<file path="config.mk">
export PLATFORM = sky130hd
export DESIGN_NAME = fpu_issue_ctrl
export DESIGN_NICKNAME = d
export VERILOG_FILES = /design/src/rtl/fpu_issue_ctrl.sv
export SDC_FILE = /design/constraint.sdc
export NUM_CORES = 1
export LEC_CHECK = 0
export ABC_AREA = 1
export ABC_CLOCK_PERIOD_IN_PS = 1900
export BUFFER_PORTS_ARGS = -buffer_cell sky130_fd_sc_hd__buf_2
export CAP_MARGIN = 20
export CELL_PAD_IN_SITES_DETAIL_PLACEMENT = 1
export CELL_PAD_IN_SITES_GLOBAL_PLACEMENT = 2
export CORE_AREA = 2 2 139 141
export CTS_CLUSTER_SIZE = 10
export DETAILED_ROUTE_END_ITERATION = 12
export DIE_AREA = 0 0 141 143
export PLACE_DENSITY = 0.78
export SLEW_MARGIN = 20
export SYNTH_ARGS = -nofsm -noshare
export SYNTH_HDL_FRONTEND = slang
export SYNTH_SLANG_ARGS = --single-unit
export TNS_END_PERCENT = 10
</file>
<file path="constraint.sdc">
create_clock -name clk -period 1.9 [get_ports clk]
set_clock_uncertainty 0.15 [all_clocks]
set_input_delay 0.57 -clock clk [delete_from_list [all_inputs] [get_ports clk]]
set_output_delay 0.57 -clock clk [all_outputs]
set_load 0.1 [all_outputs]
</file>
<file path="src/rtl/fpu_issue_ctrl.sv">
// FP issue/sequencing stage in front of the FP ALU: takes one request,
// drives operands plus one enable for the op's cycle count, captures the
// result and hands it to writeback.
//
// Ports:
//   clk, rst                  clock, synchronous active-high reset
//   in_valid/in_ready         request handshake
//   in_op, in_a, in_b, in_tag request opcode, operands, destination tag
//   alu_a, alu_b, alu_en      ALU operand buses and one-hot enables
//   alu_result                ALU registered output
//   res_valid/res_ready       result handshake
//   res_data, res_tag         captured result and its tag
//   res_err                   illegal opcode flag (res_data = 0)
//   busy                      high whenever not IDLE
module fpu_issue_ctrl #(
  parameter int DIV_LAT  = 4,
  parameter int SQRT_LAT = 4,
  parameter int TAG_W    = 5
) (
  input  logic             clk,
  input  logic             rst,
  input  logic             in_valid,
  output logic             in_ready,
  input  logic [3:0]       in_op,
  input  logic [31:0]      in_a,
  input  logic [31:0]      in_b,
  input  logic [TAG_W-1:0] in_tag,
  output logic [31:0]      alu_a,
  output logic [31:0]      alu_b,
  output logic [9:0]       alu_en,
  input  logic [31:0]      alu_result,
  output logic             res_valid,
  input  logic             res_ready,
  output logic [31:0]      res_data,
  output logic [TAG_W-1:0] res_tag,
  output logic             res_err,
  output logic             busy
);

  typedef enum logic [1:0] {
    IDLE = 2'd0,
    EXEC = 2'd1,
    CAPT = 2'd2,
    DONE = 2'd3
  } state_t;

  localparam logic [3:0] OP_DIV  = 4'd3;
  localparam logic [3:0] OP_SQRT = 4'd4;
  localparam logic [3:0] OP_MAX  = 4'd9;

  localparam logic [3:0] DIV_CNT  = 4'(DIV_LAT - 1);
  localparam logic [3:0] SQRT_CNT = 4'(SQRT_LAT - 1);

  state_t     state;
  state_t     state_nx;
  logic [3:0] op_q;
  logic [3:0] cnt;
  logic       accept;
  logic       legal;
  logic [3:0] cnt_load;

  assign accept = in_valid && in_ready;
  assign legal  = (in_op <= OP_MAX);

  always_comb begin
    cnt_load = 4'd0;
    if (in_op == OP_DIV) begin
      cnt_load = DIV_CNT;
    end else if (in_op == OP_SQRT) begin
      cnt_load = SQRT_CNT;
    end
  end

  // State register
  always_ff @(posedge clk) begin
    if (rst) begin
      state <= IDLE;
    end else begin
      state <= state_nx;
    end
  end

  // Next-state logic
  always_comb begin
    state_nx = state;
    unique case (state)
      IDLE: begin
        if (accept) begin
          state_nx = legal ? EXEC : DONE;
        end
      end
      EXEC: begin
        if (cnt == 4'd0) begin
          state_nx = CAPT;
        end
      end
      CAPT: state_nx = DONE;
      DONE: begin
        if (res_ready) begin
          state_nx = IDLE;
        end
      end
      default: state_nx = IDLE;
    endcase
  end

  // Outputs decoded from state
  always_comb begin
    in_ready  = 1'b0;
    res_valid = 1'b0;
    busy      = 1'b1;
    alu_en    = 10'd0;
    unique case (state)
      IDLE: begin
        in_ready = 1'b1;
        busy     = 1'b0;
      end
      EXEC: begin
        // Only legal ops reach EXEC, so the shift is always one-hot.
        alu_en = 10'b10_0000_0000 >> op_q;
      end
      CAPT: ;
      DONE: res_valid = 1'b1;
      default: ;
    endcase
  end

  // Operand, counter and result registers
  always_ff @(posedge clk) begin
    if (rst) begin
      alu_a    <= '0;
      alu_b    <= '0;
      op_q     <= '0;
      cnt      <= '0;
      res_data <= '0;
      res_tag  <= '0;
      res_err  <= 1'b0;
    end else begin
      unique case (state)
        IDLE: begin
          if (accept) begin
            alu_a   <= in_a;
            alu_b   <= in_b;
            op_q    <= in_op;
            res_tag <= in_tag;
            cnt     <= cnt_load;
            if (!legal) begin
              res_data <= '0;
              res_err  <= 1'b1;
            end
          end
        end
        EXEC: begin
          if (cnt != 4'd0) begin
            cnt <= cnt - 4'd1;
          end
        end
        CAPT: begin
          res_data <= alu_result;
          res_err  <= 1'b0;
        end
        DONE: ;
        default: ;
      endcase
    end
  end

endmodule

</file>
# [After elaboration in Yosys (flattened, before gate mapping)]
# Cells that the tools add are included.
# Widths: inputs -> output; s select.
[totals] input_bits=109 reg_bits=112 out_inout_bits=115
[classes] shifts=1 magnitude_cmp=1 addsub=1 reduce_logical=10 mux=20 n_eq_ne=10
[op_table] op="$mux 32" count=2
[op_table] op="$pmux 32 s2" count=1
[op_table] op="$mux 2" count=6
[op_table] op="$mux 10" count=1
[op_table] op="$ne 2x2->1 const B" count=5
[op_table] op="$shr 10x4->10 const A" count=1
[op_table] op="$reduce_and 3->1" count=3
[op_table] op="$mux 4" count=2
[op_table] op="$pmux 2 s4" count=1
[op_table] op="$pmux 4 s2" count=1
[op_table] op="$mux 1" count=5
[op_table] op="$eq 2x2->1 const B" count=2
[op_table] op="$eq 4x2->1 const B" count=1
[op_table] op="$eq 4x3->1 const B" count=1
[op_table] op="$le 4x4->1 const B" count=1
[op_table] op="$logic_not 4->1" count=1
[op_table] op="$reduce_bool 2->1" count=2
[op_table] op="$reduce_bool 4->1" count=1
[op_table] op="$sub 4x1->4 const B" count=1
[op_table] op="$eq 2x1->1 const B" count=1
[op_table] op="$logic_not 2->1" count=1
[op_table] op="$pmux 1 s2" count=1
[op_table] op="$reduce_and 2->1" count=1
[op_table] op="$logic_and 1x1->1" count=1

# [Depth between registers and ports, before layout]
# Gate-level depths: netlist of the first run.
[depth] word_depth=5 ltp_mapped=10

# [Worst setup path before layout of the first run]
# Ideal clock, no wire load.
[synth_path] kind="reg2reg" startpoint="register state[0]" endpoint="register res_data[21]" path_stages_with_launch=9 required_time_ns=1.631 slack_ns=-1.116 arrival_time_ns=2.747 period_less_slack_ns=3.016 n_path_buf=1 cell_sequence="dfxtp_1 > inv_1 > ha_1 > inv_1 > nand2_1 > nand2_4 > buf_4 > o21ai_0 > nor2_1"
[synth_via] elab_chain_cells=5 elab_cells_between_ends=9
[synth_rtl] item="from (decl)" line_no="54" text="state_t state;"
[synth_rtl] item="from (signal assigned)" line_no="79" text="state <= state_nx;"
[synth_rtl] item="$logic_not 2->1" line_no="113" text="unique case (state)"
[synth_rtl] item="$mux 1" line_no="113"
[synth_rtl] item="named net in_ready" line_no="23" text="output logic in_ready,"
[synth_rtl] item="$logic_and 1x1->1" line_no="62" text="assign accept = in_valid && in_ready;"
[synth_rtl] item="$ne 2x2->1 (no source line)"
[synth_rtl] item="$reduce_and 3->1 (no source line)"
[synth_rtl] item="to (signal assigned)" line_no="159" text="res_data <= alu_result;"
[synth_rtl] item="to (decl)" line_no="34" text="output logic [31:0] res_data,"
# The timed path passes the listed nets, and every way through them passes these cells.
# A chain may end at the register's enable or synchronous reset.

# [Final worst setup path of the first run]
[layout_path] startpoint="register state[1]" endpoint="output alu_en[5]"
[layout_via] elab_chain_cells=2
[layout_rtl] item="$eq 2x1->1" line_no="113"
[layout_rtl] item="$mux 10" line_no="113"
[layout_rtl] item="to (decl)" line_no="30" text="output logic [9:0] alu_en,"
# Every way passes these cells.

==> results by group, run 1 <==
Synth
  • YS warnings: 0
  • Share of the synthesized area in the top cell type: around 51%
  • Post-synth ARST share: 0%
  • Most common cell in the netlist: nor2_1
  • Area leader, netlist: dfxtp_1
  • Post-Syn Instances: approximately 560
  • Mapped Area: approximately 0.0044 mm2
  • Post-synth EDFFs: 0
  • #FFs+latches synth: around 110
  • Netlist cell types: 23
  • Synth Flop Type: dfxtp_1
  • Sequential fraction of the synthesis area: roughly 51%
  • Synth area leaders: dfxtp_1 (51%), nor2_1 (16%), o21ai_0 (9.7%)
  • Synth top cells by count: nor2_1 (191), dfxtp_1 (112), o21ai_0 (85)
  • Syn avg cell area: ~7.8 um2
  • Mapped Nets: 678

STA
  • Worst rel slew slack: 66.2%
  • Post-layout min period: approximately 2.1 ns
  • Worst Tran Pin Value: roughly 0.5 ns
  • Max Slew Vio Count: 0
  • Setup violations, final: 12
  • Endpoints failing hold: 0
  • Max Fclk: around 470 MHz
  • PnR worst setup slack: -0.212 ns
  • Final period util: 111%
  • RSZ-0062 raised after global routing: yes

GRT
  • Global-route wire length before repair: 22300 um
  • Vias in the first global route: around 4300
  • Largest net degree at the start of global routing: about 80
  • Antenna violations before repair: 1
  • Gr usage total: 13.9%
  • GR Overflow Total: 0

Placed design
  • DP Area: approximately 0.0061 mm2
  • Placer congestion estimate: about 0.72
  • Post-DP HPWL: approximately 9900 um
  • PortBufs: between 200 and 250

Layout
  • Fraction of layout cells with a size suffix above 1: about 41%
  • Register Area: ~0.0022 mm2
  • Cell area after layout: ~0.0065 mm2
  • Footprint of the multi-input gates: 0.00204 mm2
  • Area Growth Syn to Fin: 48.7%
  • N_diodes: 0
  • Nets: just under 900
  • Fill count: around 2300
  • Post-layout util: between 30% and 40%

Route
  • Initial DRC Count: 133
  • Final ANT Viol Nets: 0
  • DRT Pass-1 Iters: 7
  • WL per Instance: roughly 14 um
  • Vias per cell: approximately 4.3
  • Drt total wl: between 10000 and 15000 um
  • Routed vias: roughly 4400
  • Remaining DRCs: 0

Critical path
  • CP max FO: 4
  • Crit Path Class: reg2out
  • CP Capture Type: primary output
  • Required time of the critical path: ~1.2 ns
  • Startpoint types: flip-flop
  • Arr. time, crit path: around 1.4 ns

CTS
  • CTS Buf Count: 9
  • Clock tree buffer depth: 2
  • CTS Sinks: approximately 110
  • Root buffer cell: clkbuf_16
  • Post-CTS Hold Buffers: 0
  • H-tree Lvls: 3
  • Clk Latency, worst-skew pair: 0.35 ns
  • Clock transition at path regs: 0.07 ns
  • CTS tree: yes

Hold path
  • Hold Path Class: in2reg

Job
  • Max-cap violations: 0

Floorplanning
  • Die height: around 140 um
  • Initial Util: 23.6%
  • Die width: ~140 um
  • Row count: 50
  • Die ar.: ~0.020 mm2
  • Core area: approximately 0.019 mm2
  • I/O pin count: ~220

Run status
  • Failing checks: negative setup slack
  • Status: finished with violations
==> cells by family (layout without fill, tap and decap cells) <==
| kind of cell | Yosys count | count (layout) | share of synthesized area (%) |
|---|---|---|---|
| and+or+nand+nor | 233 | 233 | 20.6 |
| AOI/OAI and AO/OA | 151 | 151 | 19.8 |
| DFF | 112 | 112 | 51.1 |
| buffers and inverters | 58 | 277 | 6.33 |
| adders and majority gates | 7 | 7 | 1.99 |
| xor gates and xnor gates | 1 | 1 | 0.200 |
==> registers in the layout, summed over array words and instances (netlist names) <==
register  count
op_q          4
state         2
res_tag       5
cnt           4
alu_b        32
res_err       1
res_data     32
alu_a        32
==> layout make-up <==
type | count | share of cell area (%)
clock inverter | 2 | 0.594
inverter | 21 | 1.44
timing repair buffer | 241 | 23.8
tap | 234 | 4.49
clock buffer | 13 | 3.99
multi-input combinational | 392 | 31.3
sequential | 112 | 34.4
==> placed cells by master, fill, tap and decap left out, drive strengths merged <==
cell type | Yosys | final
nand2 | 31 | 31
buf | 20 | 231
ha | 7 | 7
clkinv | 1 | 2
or2 | 2 | 2
xnor2 | 1 | 1
clkinvlp | 0 | 1
a21oi | 41 | 41
bufinv | 0 | 1
nor3 | 1 | 1
o211ai | 1 | 1
inv | 20 | 19
nand3 | 8 | 8
clkbuf | 17 | 23
dfxtp | 112 | 112
o21ai | 109 | 109
nor2 | 191 | 191
==> final timing paths <==
| path | from | slack [ns] | to | cells past startpoint |
|---|---|---|---|---|
| setup reg to reg | state[0] | 0.01 | res_err | 11 |
| hold / removal | alu_result[9] | 0.29 | res_data[9] | 3 |
| hold reg to reg | alu_a[19] | 0.33 | alu_a[19] | 2 |
| setup / recovery | state[1] | -0.21 | alu_en[5] | 5 |
==> routing by layer <==
| layer | vias to the layer above | share of wire [%] | GRT usage, % | routed length (um) |
|---|---|---|---|---|
| met5 | - | 0 | 0 | 0 |
| met4 | 0 | 1.1 | 4.26 | 161 |
| met3 | 12 | 7.5 | 4.69 | 1070 |
| met2 | 131 | 47 | 23.5 | 6690 |
| met1 | 1995 | 44 | 16.8 | 6280 |
| li1 | 2238 | - | - | - |
==> worst max-delay path, stage by stage (launching register included) <==
cell	delay, ns
dfxtp_2	0.33
inv_2	0.07
ha_4	0.18
nand3_4	0.15
nor2_4	0.14
buf_12	0.18
==> through the flow <==
step / cells / setup TNS, ns / setup slack [ns] / hold slack [ns]
after detailed placement: 996 / -0.0884 / -0.0219 / 0.316
after global routing: 1015 / -4.33 / -0.296 / 0.285
after global placement: 996 / -0.0399 / -0.0174 / 0.308
final: 1015 / -2.43 / -0.212 / 0.290
after floorplan: 562 / -13.26 / -0.306 / 0.314
after CTS: 1015 / -2.82 / -0.242 / 0.272
==> timing repair <==
| action | in CTS | in global routing |
|---|---|---|
| buffers inserted | 4 | 0 |
| resized for setup | 12 | 22 |
| setup endpoints to repair | 14 | 60 |
| pin swaps | 3 | 2 |
Power of run 1 is left out: the tool's default activity adds up to more than one toggle a clock period on the data nets, which glitch-free logic cannot reach.
==> run 2, diff against run 1 <==
==> constraint.sdc (replaced) <==
create_clock -name clk -period 1.9 [get_ports clk]
set_clock_uncertainty 0.15 [all_clocks]
set_input_delay 0.095 -clock clk [delete_from_list [all_inputs] [get_ports clk]]
set_output_delay 0.095 -clock clk [all_outputs]
set_load 0.1 [all_outputs]
==> run 2 against run 1 <==
Wire length grew 12%; the run now ends clean; first-iteration DRC count grew 29%; flip-flop and latch count is the same; global-route usage grew 1.8 points; maximum frequency grew 18%; register-to-register slack gained 0.16 ns; final cell count grew 10%; non-clock buffer count grew 103; critical endpoint is now alu_en[2]; via count grew 11%.
==> results by group, run 2 (synthesized netlist as in run 1, its figures left out) <==
Run status
  • Status: finished, final reports clean

CTS
  • Clk Latency, worst-skew pair: 0.35 ns
  • CTS tree: yes
  • Clock transition at path regs: about 0.080 ns
  • Clock tree buffer depth: 2
  • Post-CTS Setup Inserts: 0
  • Root buffer cell: clkbuf_16
  • CTS Sinks: 112
  • H-tree Lvls: 3
  • CTS Buf Count: 9

Floorplanning
  • Row count: 50
  • Initial Util: a little under a quarter
  • I/O pin count: 224
  • Die height: between 100 and 150 um
  • Core area: around 0.019 mm2
  • Die ar.: 0.0202 mm2
  • Die width: 141 um

GRT
  • GR Overflow Total: 0
  • Vias in the first global route: 5065
  • Global-route wire length before repair: 25500 um
  • Gr usage total: ~16%
  • Largest net degree at the start of global routing: between 50 and 60
  • Antenna violations before repair: 0

STA
  • Final period util: a little over nine tenths
  • RSZ-0062 raised after global routing: no
  • PnR worst setup slack: between 0.1 and 0.15 ns
  • Post-layout min period: 1.80 ns
  • Endpoints failing hold: 0
  • Worst rel slew slack: about 64%
  • Setup violations, final: 0
  • Max Slew Vio Count: 0
  • Max Fclk: 557 MHz
  • Worst Tran Pin Value: between 0.5 and 0.6 ns
  • Fin Setup TNS: 0 ns

Pwr
  • Combinational power share: 61.9%
  • Lkg Pwr: 3.40 nW
  • Peak supply drop: 1.11 mV
  • Internal: around 5.8 mW
  • PD cells: around 2000 mW/mm2
  • Sw Ratio: between 60% and 70%
  • Clock power frac: between 10 and 15%
  • Sequential power share: 24.3%
  • Switch Pwr: 8.69 mW

Layout
  • Fraction of layout cells with a size suffix above 1: between 30% and 40%
  • N_diodes: 0
  • Area Growth Syn to Fin: 67.3%
  • Nets: approximately 1000
  • Most common cell after layout, fill and taps aside: buf_2
  • Biggest regs: alu_a (32), alu_b (32), res_data (32)
  • Most frequent cells in the layout: buf_2 (213), nor2_1 (183), dfxtp_1 (110)

Critical path
  • CP max FO: 7
  • Required time of the critical path: between 1.5 and 2 ns
  • Startpoint types: flip-flop
  • Crit path from: state[1]
  • Setup slack, reg-to-reg: between 0.15 and 0.2 ns
  • Worst setup path end: alu_en[2]
  • FF-to-FF path depth: 9
  • Arr. time, crit path: ~1.6 ns
  • Crit Path Class: reg2out
  • R2R Path End: res_data[31]
  • CP Capture Type: primary output
  • Reg2reg start: state[0]

Route
  • DRT Pass-1 Iters: 4
  • Initial DRC Count: ~170
  • Routed vias: slightly below 5000
  • WL per Instance: approximately 14 um
  • Drt total wl: 15900 um
  • Remaining DRCs: 0
  • Final ANT Viol Nets: 0
  • Vias per cell: 4.32

Job
  • Max-cap violations: 0

Placed design
  • PortBufs: around 220
  • Placement Setup Slack: between 0.15 and 0.2 ns
  • Placer congestion estimate: between 0.7 and 0.8
  • Post-DP HPWL: ~10000 um

Hold path
  • Hold Path Class: in2reg
run 2: cell types whose count changed in the layout (fill, tap and decap cells not counted), moves of 7 or more:
cell,previous run,this run
clkbuf_4,9,0
buf_2,201,213
nor2_4,10,1
nor2_2,0,7
dlygate4sd3_1,0,107
run 2: metrics by stage:
step / hold WS, ns / power, mW / utilization, % / area (um2) / instances
3_5_place_dp: 0.177 / 12.3 / 32.0 / 5940 / 996
3_3_place_gp: 0.168 / 12.3 / 32.0 / 5940 / 996
6_report: 0.0580 / 14.5 / 39.5 / 7350 / 1119
4_1_cts: 0.0491 / 14.6 / 39.5 / 7330 / 1119
5_1_grt: 0.0934 / 15.2 / 39.5 / 7350 / 1119
2_1_floorplan: 0.00665 / 10.9 / - / 4450 / 562
run 2: cell type report:
class / count / area (um2)
Fill cell: 2284 / 11200
Timing Repair Buffer: 344 / 2480
Sequential cell: 112 / 2240
Multi-Input combinational cell: 392 / 1940
Tap cell: 234 / 293
Clock buffer: 11 / 243
Inverter: 21 / 86.3
Clock inverter: 5 / 63.8
run 2: repair_timing:
item                                    CTS  global route
hold buffers                            107             0
endpoints found under the setup margin    9            10
pin swaps                                 0             0
resized for setup                         3             2
endpoints found under the hold margin   108             0
run 2: power by group through the flow:
stage                     logic, mW  clock network (mW)  registers, mW
final                          8.96                1.99           3.52
after global routing           9.43                2.17           3.63
after CTS                      8.98                2.09           3.51
after detailed placement       8.79                   0           3.55
after global placement         8.76                   0           3.54
after floorplan                2.24                   0           8.64
run 2: worst min path at each step:
stage,start,to,slack [ns],cells past startpoint
3_5_place_dp,alu_result[1],res_data[1],0.18,3
3_3_place_gp,alu_result[1],res_data[1],0.17,3
2_1_floorplan,rst,state[0],0.007,1
6_report,res_ready,state[1],0.06,5
5_1_grt,res_ready,state[1],0.09,5
4_1_cts,res_ready,state[1],0.05,5
run 2: critical path: stages (launching register included):
cell     delay (ns)
dfxtp_2        0.35
inv_2          0.11
ha_4           0.19
nand3_2        0.17
nor2_2         0.19
buf_12         0.19
run 2: metal layers:
layer / vias to the layer above / part of all wire [%] / global-route usage [%] / routed length (um)
li1: 2447 / - / - / -
met1: 2230 / 42 / 18.0 / 6710
met2: 146 / 50 / 28.2 / 7940
met3: 16 / 6.9 / 5.57 / 1100
met4: 0 / 1.2 / 3.26 / 189
met5: - / 0 / 0 / 0
Power figures use the tool's default switching activity.
